**src/rtl/flash_loader.sv**
```systemverilog
`default_nettype none
// ============================================================================
//  Module      : flash_loader
//  Description : Initiator side of the core's memory-flash port. Assembles a
//                little-endian byte stream (valid/ready) into WIDTH-bit words
//                and writes them to consecutive byte addresses starting at
//                BASE_ADDR, one flash_en pulse per word. Holds the core in
//                reset until the requested number of words has been written.
//  Ports       : clk, rst           - clock, synchronous active-high reset
//                start, num_words   - launch a load of num_words words
//                in_data/in_valid/in_ready - byte stream, valid/ready handshake
//                flash_addr/flash_data/flash_en - word write port to the core
//                core_rst           - core reset, high until the load is DONE
//                busy, done         - load in progress / load complete (level)
//  Revision    : 1.0 - initial release
// ============================================================================
module flash_loader #(
    parameter int               WIDTH     = 32,
    parameter logic [WIDTH-1:0] BASE_ADDR = '0,
    parameter int               CNT_W     = 16
) (
    input  logic             clk,
    input  logic             rst,
    input  logic             start,
    input  logic [CNT_W-1:0] num_words,
    input  logic [7:0]       in_data,
    input  logic             in_valid,
    output logic             in_ready,
    output logic [WIDTH-1:0] flash_addr,
    output logic [WIDTH-1:0] flash_data,
    output logic             flash_en,
    output logic             core_rst,
    output logic             busy,
    output logic             done
);

    localparam int               c_BYTES     = WIDTH / 8;
    localparam int               c_BC_W      = (c_BYTES > 1) ? $clog2(c_BYTES) : 1;
    localparam logic [c_BC_W-1:0] c_LAST_BYTE = c_BC_W'(c_BYTES - 1);
    localparam logic [WIDTH-1:0] c_ADDR_STEP = WIDTH'(c_BYTES);
    localparam logic [CNT_W-1:0] c_CNT_ONE   = CNT_W'(1);

    localparam logic [1:0] c_IDLE    = 2'd0;
    localparam logic [1:0] c_COLLECT = 2'd1;
    localparam logic [1:0] c_WRITE   = 2'd2;
    localparam logic [1:0] c_DONE    = 2'd3;

    logic [1:0]        r_state;
    logic [1:0]        w_next_state;
    logic [c_BC_W-1:0] r_byte_cnt;
    logic [CNT_W-1:0]  r_word_cnt;
    logic [CNT_W-1:0]  r_num_words;
    logic [WIDTH-1:0]  r_word;
    logic [WIDTH-1:0]  w_word_next;
    logic              w_accept;
    logic              w_last_byte;
    logic              w_last_word;

    // in_ready is itself a register that is only high in COLLECT, so the
    // handshake can be taken straight from it.
    assign w_accept    = (r_state == c_COLLECT) && in_valid && in_ready;
    assign w_last_byte = (r_byte_cnt == c_LAST_BYTE);
    // num_words is never zero while in WRITE, so the subtraction cannot wrap.
    assign w_last_word = (r_word_cnt == (r_num_words - c_CNT_ONE));

    // Word with the current byte merged in; lets flash_data be loaded on the
    // same edge that accepts the final byte.
    always_comb begin
        w_word_next                      = r_word;
        w_word_next[8*r_byte_cnt +: 8]   = in_data;
    end

    always_comb begin
        w_next_state = r_state;
        case (r_state)
            c_IDLE, c_DONE: begin
                if (start) begin
                    w_next_state = (num_words == '0) ? c_DONE : c_COLLECT;
                end
            end
            c_COLLECT: begin
                if (w_accept && w_last_byte) begin
                    w_next_state = c_WRITE;
                end
            end
            c_WRITE: begin
                w_next_state = w_last_word ? c_DONE : c_COLLECT;
            end
            default: w_next_state = c_IDLE;
        endcase
    end

    always_ff @(posedge clk) begin
        if (rst) begin
            r_state <= c_IDLE;
        end else begin
            r_state <= w_next_state;
        end
    end

    // Outputs are registered from the next state so they line up with the
    // state they describe.
    always_ff @(posedge clk) begin
        if (rst) begin
            in_ready    <= 1'b0;
            flash_addr  <= BASE_ADDR;
            flash_data  <= '0;
            flash_en    <= 1'b0;
            core_rst    <= 1'b1;
            busy        <= 1'b0;
            done        <= 1'b0;
            r_byte_cnt  <= '0;
            r_word_cnt  <= '0;
            r_num_words <= '0;
            r_word      <= '0;
        end else begin
            in_ready <= (w_next_state == c_COLLECT);
            flash_en <= (w_next_state == c_WRITE);
            busy     <= (w_next_state == c_COLLECT) || (w_next_state == c_WRITE);
            done     <= (w_next_state == c_DONE);
            core_rst <= (w_next_state != c_DONE);

            case (r_state)
                c_IDLE, c_DONE: begin
                    if (start) begin
                        r_num_words <= num_words;
                        flash_addr  <= BASE_ADDR;
                        r_word_cnt  <= '0;
                        r_byte_cnt  <= '0;
                    end
                end
                c_COLLECT: begin
                    if (w_accept) begin
                        r_word <= w_word_next;
                        if (w_last_byte) begin
                            r_byte_cnt <= '0;
                            flash_data <= w_word_next;
                        end else begin
                            r_byte_cnt <= r_byte_cnt + 1'b1;
                        end
                    end
                end
                c_WRITE: begin
                    flash_addr <= flash_addr + c_ADDR_STEP;
                    r_word_cnt <= r_word_cnt + 1'b1;
                end
                default: ;
            endcase
        end
    end

endmodule
`default_nettype wire

```
**config.mk**
```make
export PLATFORM = sky130hd
export DESIGN_NAME = flash_loader
export DESIGN_NICKNAME = d
export VERILOG_FILES = /design/src/rtl/flash_loader.sv
export SDC_FILE = /design/constraint.sdc
export NUM_CORES = 1
export LEC_CHECK = 0
export ABC_AREA = 1
export CORE_MARGIN = 8
export CORE_UTILIZATION = 45
export DETAILED_ROUTE_END_ITERATION = 7
export PLACE_DENSITY_LB_ADDON = 0.15
export SKIP_LAST_GASP = 1
export SYNTH_ARGS = -nofsm -noshare
export SYNTH_HDL_FRONTEND = slang
export SYNTH_SLANG_ARGS = --single-unit
```
**constraint.sdc**
```tcl
create_clock -name clk -period 2.85 [get_ports clk]
set_input_delay 0.4275 -clock clk [delete_from_list [all_inputs] [get_ports clk]]
set_output_delay 0.4275 -clock clk [all_outputs]
set_load 0.005 [all_outputs]
```
Word level (Yosys, flattened, before mapping)
Cells that the tools add are included.
{"block": "word_totals", "ff_bits": 137, "latch_bits": 0, "ram_bits": 0, "mem_bits_ro": 0, "inputBits": 28, "out_inout_bits": 69, "word_cells": 58, "memories": 0}
{"block": "op_classes", "add_sub_neg": 5, "mul": 0, "div_mod_pow": 0, "order_cmp": 0, "n_eq_ne": 11, "shift": 2, "muxes": 14, "n_bitwise": 0, "n_reduce_logical": 14}
{"operator": "$pmux 32 s2", "count": 1}
{"operator": "$neg 5->34", "count": 1}
{"operator": "$shift 8x34->32 const A", "count": 1}
{"operator": "$shiftx 8x34->32", "count": 1}
{"operator": "$add 32x3->32 const B", "count": 1}
{"operator": "$bwmux 32", "count": 1}
{"operator": "$mux 32", "count": 1}
{"operator": "$pmux 16 s2", "count": 1}
{"operator": "$add 16x1->16 const B", "count": 1}
{"operator": "$eq 16x16->1", "count": 1}
{"operator": "$logic_not 16->1", "count": 1}
{"operator": "$mux 16", "count": 1}
{"operator": "$sub 16x1->16 const B", "count": 1}
{"operator": "$mux 2", "count": 7}
{"operator": "$eq 2x2->1 const B", "count": 5}
{"operator": "$ne 2x2->1 const B", "count": 3}
{"operator": "$pmux 2 s3", "count": 1}
{"operator": "$reduce_and 2->1", "count": 3}
{"operator": "$reduce_and 3->1", "count": 2}
{"operator": "$eq 2x1->1 const B", "count": 2}
{"operator": "$pmux 2 s2", "count": 1}
{"operator": "$reduce_bool 2->1", "count": 2}
{"operator": "$logic_and 1x1->1", "count": 3}
{"operator": "$add 2x1->2 const B", "count": 1}
{"operator": "other kinds (3)", "count": 3}

Longest topological paths before layout
{"block": "logic_depth", "depth_word": 8, "depth_mapped": 17, "depth_no_buf": 17}

Worst setup path after synthesis
Ideal clock, no wire load.
{"block": "synth_path", "path_kind": "register -> register", "from": "reg r_num_words[0]", "to": "reg busy", "setup_time_ns": 0.128, "t_arrival_ns": 1.856, "required_ns": 2.722, "path_slack_ns": 0.867, "path_stages_with_launch": 18, "n_path_buf": 0, "cell_sequence": "dfxtp_1 inv_1 ha_1 nand2_1 nor2_1 nand2_1 nand2_1 nand2_1 nor2_1 nand2_1 nor2_1 nand3_1 nand3_1 nand2_1 inv_1 ha_1 inv_1 nor2_1"}
{"block": "synth_between", "elab_chain_len": 6}
{"item": "start: declaration", "line": "52", "text": "logic [CNT_W-1:0] r_num_words;"}
{"item": "start signal: assignment", "line": "126", "text": "r_num_words <= num_words;"}
{"item": "$sub 16x1->16 *", "line": "64", "text": "assign w_last_word = (r_word_cnt == (r_num_words - c_CNT_ONE));"}
{"item": "$eq 16x16->1 *", "line": "64"}
{"item": "$mux 2 *", "line": "87", "text": "w_next_state = w_last_word ? c_DONE : c_COLLECT;"}
{"item": "$pmux 2 s3 *", "line": "75", "text": "case (r_state)"}
{"item": "$eq 2x1->1 / $eq 2x2->1 (equally long branches)", "line": "119", "text": "busy <= (w_next_state == c_COLLECT) || (w_next_state == c_WRITE);"}
{"item": "$logic_or 1x1->1 *", "line": "119"}
{"item": "end signal: assignment", "line": "119"}
{"item": "end: declaration", "line": "33", "text": "output logic busy,"}
Every way passes the cells marked *; elsewhere a longest branch is shown, timed or not.
A chain may end at the register's enable or synchronous reset.

Worst setup path after layout
{"block": "layout_path", "from": "reg r_state[0]", "to": "reg busy"}
{"block": "layout_between", "elab_chain_len": 8}
{"item": "start: declaration", "line": "48", "text": "logic [1:0] r_state;"}
{"item": "start signal: assignment", "line": "95", "text": "r_state <= c_IDLE;"}
{"item": "start signal: assignment", "line": "97", "text": "r_state <= w_next_state;"}
{"item": "$eq 2x1->1", "line": "61, 75"}
{"item": "$logic_and 1x1->1 (2 in a row)", "line": "61", "text": "assign w_accept = (r_state == c_COLLECT) && in_valid && in_ready;"}
{"item": "$logic_and 1x1->1", "line": "82", "text": "if (w_accept && w_last_byte) begin"}
{"item": "$mux 2", "line": "82"}
{"item": "$pmux 2 s3 *", "line": "75"}
{"item": "$eq 2x1->1 / $eq 2x2->1 (equally long branches)", "line": "119"}
{"item": "$logic_or 1x1->1 *", "line": "119"}
Marks and branches as above.

==> qor.yml <==
run_status:
  status: "complete, no violations"
sta:
  finalHoldViolCount: 0
  fmax_ghz: 0.4211
  finalMaxSlewViolations: 0
  min_period_ns: 2.375
  clock_skew_ns: 0.01044
  period_share_pct: 83.33
  setup_viol: 0
  rsz0062_at_grt: "false"
  timing.setup.tns_ns: 0
clock_network:
  cts.sinks: 135
  post_cts_buffers: 0
  cts_buffers: 17
  clock_path_buffers: 2
  cts_hold_buffers: 0
  cts_root_buf: "clkbuf_16"
  insertion_delay_ns: 0.43
  cts_resized: 0
  cts_tree: "yes"
  clkTransAtPathRegs_ns: 0.06
  cts_max_level: 4
logic_synthesis:
  syn_inst: 991
  syn_area_mm2: 0.006852
  avgSynthCellArea_um2: 6.914
  ys_types: 46
  ys_warn_count: 0
  ys_ff_latch: 135
  yosysSeqAreaShare_pct: 39.44
floorplan:
  coreArea_mm2: 0.01503
  die_x_um: 139.4
  die_h_um: 139.4
  floorplan.rows: 45
  start_util_pct: 45.58
  ios: 97
  die_area_mm2: 0.01943
global_route:
  grt_pass1_wl_um: 31320
  grt_pass1_vias: 6260
  grt_antenna_before_repair: 0
  grt_start_max_net_pins: 54
  gr-total-overflow: 0
  grt_usage_pct: 19.64
detailed_routing:
  dr.first_iter.drc_count: 419
  antenna_left: 0
  wl_per_cell_um: 14.54
  drt_first_pass_iters: 5
  avgViaCountPerCell: 5.115
  routed-via-count: 6537
  drt-total-wl_um: 18590
  drcViolationCount: 0
setup_path:
  r2r_start: "r_state[0]$_SDFF_PP0_"
  start_kind: "flop"
  crit_type: "flop to flop"
  crit_fanout: 11
  ff2ff_setup_slack_ns: 0.48
  crit_start: "r_state[0]$_SDFF_PP0_"
  critPathRequiredTime_ns: 3.16
  crit_end: "busy$_SDFF_PP0_"
  rr_endpoint: "busy$_SDFF_PP0_"
  worstSetupEndpointType: "flop"
  crit_arrival_ns: 2.68
  r2r_cells: 15
pwr:
  powerDensity_mw_per_mm2: 685.3
  power.leakage_nw: 3.521
  ir_drop_mv: 0.5425
cells_and_area:
  stdcell_area_mm2: 0.008513
  areaGrowthSynthToFinish_pct: 24.25
  nNetsFinal: 1121
  nFillCells: 1466
  layout_commonest_cell: "nor2_1"
  final_cell_mix: "nor2_1, inv_1, dfxtp_1"
  diodes: 0
  layout-drive-gt1-share_pct: 6.697
flow_run:
  drv_cap: 0
hold_path:
  hold_class: "input port to flop"
placed_design:
  portBuffers: 94
  place_area_mm2: 0.007959
  globalplace.congestion: 0.8955
  hpwl_um: 13720
==> state kept, by name, indices dropped and copies added, names as in the netlist <==
register and count:
flash_data 32, r_word 32, flash_addr 30, r_num_words 16, r_word_cnt 16, r_byte_cnt 2
r_state 2, busy 1, core_rst 1, done 1, flash_en 1, in_ready 1
==> worst max-delay path: stages, from the launching register on <==
cell and delay, ns:
dfxtp_1 0.32, inv_1 0.06, ha_1 0.30, inv_1 0.27, a21oi_1 0.18, o211ai_1 0.10, nor2_1 0.11, nand2_1 0.05
nor2_1 0.11, nand3_1 0.13, nand3_1 0.09, nand2_1 0.10, inv_1 0.12, ha_1 0.23, inv_1 0.05, nor2_1 0.03
==> metrics by stage <==
step	total power, mW	worst slack, ns	utilization, %	hold slack [ns]	std cells
2_1_floorplan	3.324	0.8666	-	0.4508	992
3_3_place_gp	3.761	0.4577	52.94	0.4746	1247
3_5_place_dp	3.772	0.4133	52.94	0.4850	1247
4_1_cts	5.859	0.4553	56.63	0.3462	1278
5_1_grt	6.220	0.1838	56.63	0.3525	1278
6_report	5.834	0.4750	56.63	0.3504	1278
==> where the power goes <==
| group | switching [mW] | internal [mW] |
|---|---|---|
| clock network | 0.885 | 1.20 |
| registers | 0.155 | 2.05 |
| logic | 0.977 | 0.560 |
==> layout make-up <==
class                           count  area [µm²]  share of cell area [%]
Timing Repair Buffer              106        1026                   12.05
Sequential cell                   135        2703                   31.75
Inverter                          147       551.8                   6.481
Tap cell                          188       235.2                   2.763
Clock buffer                       18       429.2                   5.041
Multi-Input combinational cell    671        3443                   40.45
Clock inverter                     13       125.1                   1.470
==> metal layers <==
| layer | vias up | global-route usage [%] | wire length, µm | part of all wire (%) |
|---|---|---|---|---|
| met4 | 0 | 6.412 | 348 | 1.9 |
| met1 | 2958 | 23.59 | 8490 | 46 |
| met3 | 30 | 5.096 | 884 | 4.8 |
| met5 | - | 0 | 0 | 0 |
| li1 | 3409 | - | - | - |
| met2 | 140 | 33.52 | 8864 | 48 |
==> kinds of logic (layout without fill, tap and decap cells) <==
kind of cell | after synthesis | count (layout) | share of synthesized area, %
compound gates | 229 | 229 | 17.88
simple gates | 404 | 404 | 26.57
flops | 135 | 135 | 39.44
buf+inv | 186 | 284 | 10.43
other cells | 1 | 2 | 0.05473
fa+ha+maj | 15 | 15 | 2.739
xor+xnor | 21 | 21 | 2.885
==> how the worst min path moves through the flow <==
stage	startpoint	to	cells past startpoint
finish	rst	flash_addr[24]$_SDFFE_PP0P_	2
global route	rst	flash_addr[24]$_SDFFE_PP0P_	2
detailed placement	r_word_cnt[4]$_SDFFE_PP0P_	r_word_cnt[5]$_SDFFE_PP0P_	2
CTS	rst	flash_addr[3]$_SDFFE_PP0P_	2
floorplan	r_word_cnt[4]$_SDFFE_PP0P_	r_word_cnt[5]$_SDFFE_PP0P_	2
global placement	r_word_cnt[4]$_SDFFE_PP0P_	r_word_cnt[5]$_SDFFE_PP0P_	2
==> cell usage after synthesis (all sizes together) <==
cell type	instances	share of area, %
a21o	3	0.35
a21oi	80	5.9
a221oi	1	0.13
a31o	2	0.26
and2	2	0.18
and3	2	0.18
buf	8	0.68
clkbuf	31	1.7
clkinv	2	0.11
conb	1	0.055
dfxtp	135	39
ha	15	2.7
inv	145	7.9
nand2	139	7.9
nand3	34	2.7
nand3b	4	0.44
nand4	20	1.8
nor2	163	9.4
nor3	26	2.1
nor3b	3	0.40
nor4	11	1.3
o211ai	3	0.33
o21a	3	0.33
o21ai	105	7.7
o22ai	32	2.9
xnor2	6	0.77
xnor3	1	0.33
xor2	14	1.8
(Power assumes the default switching activity.)
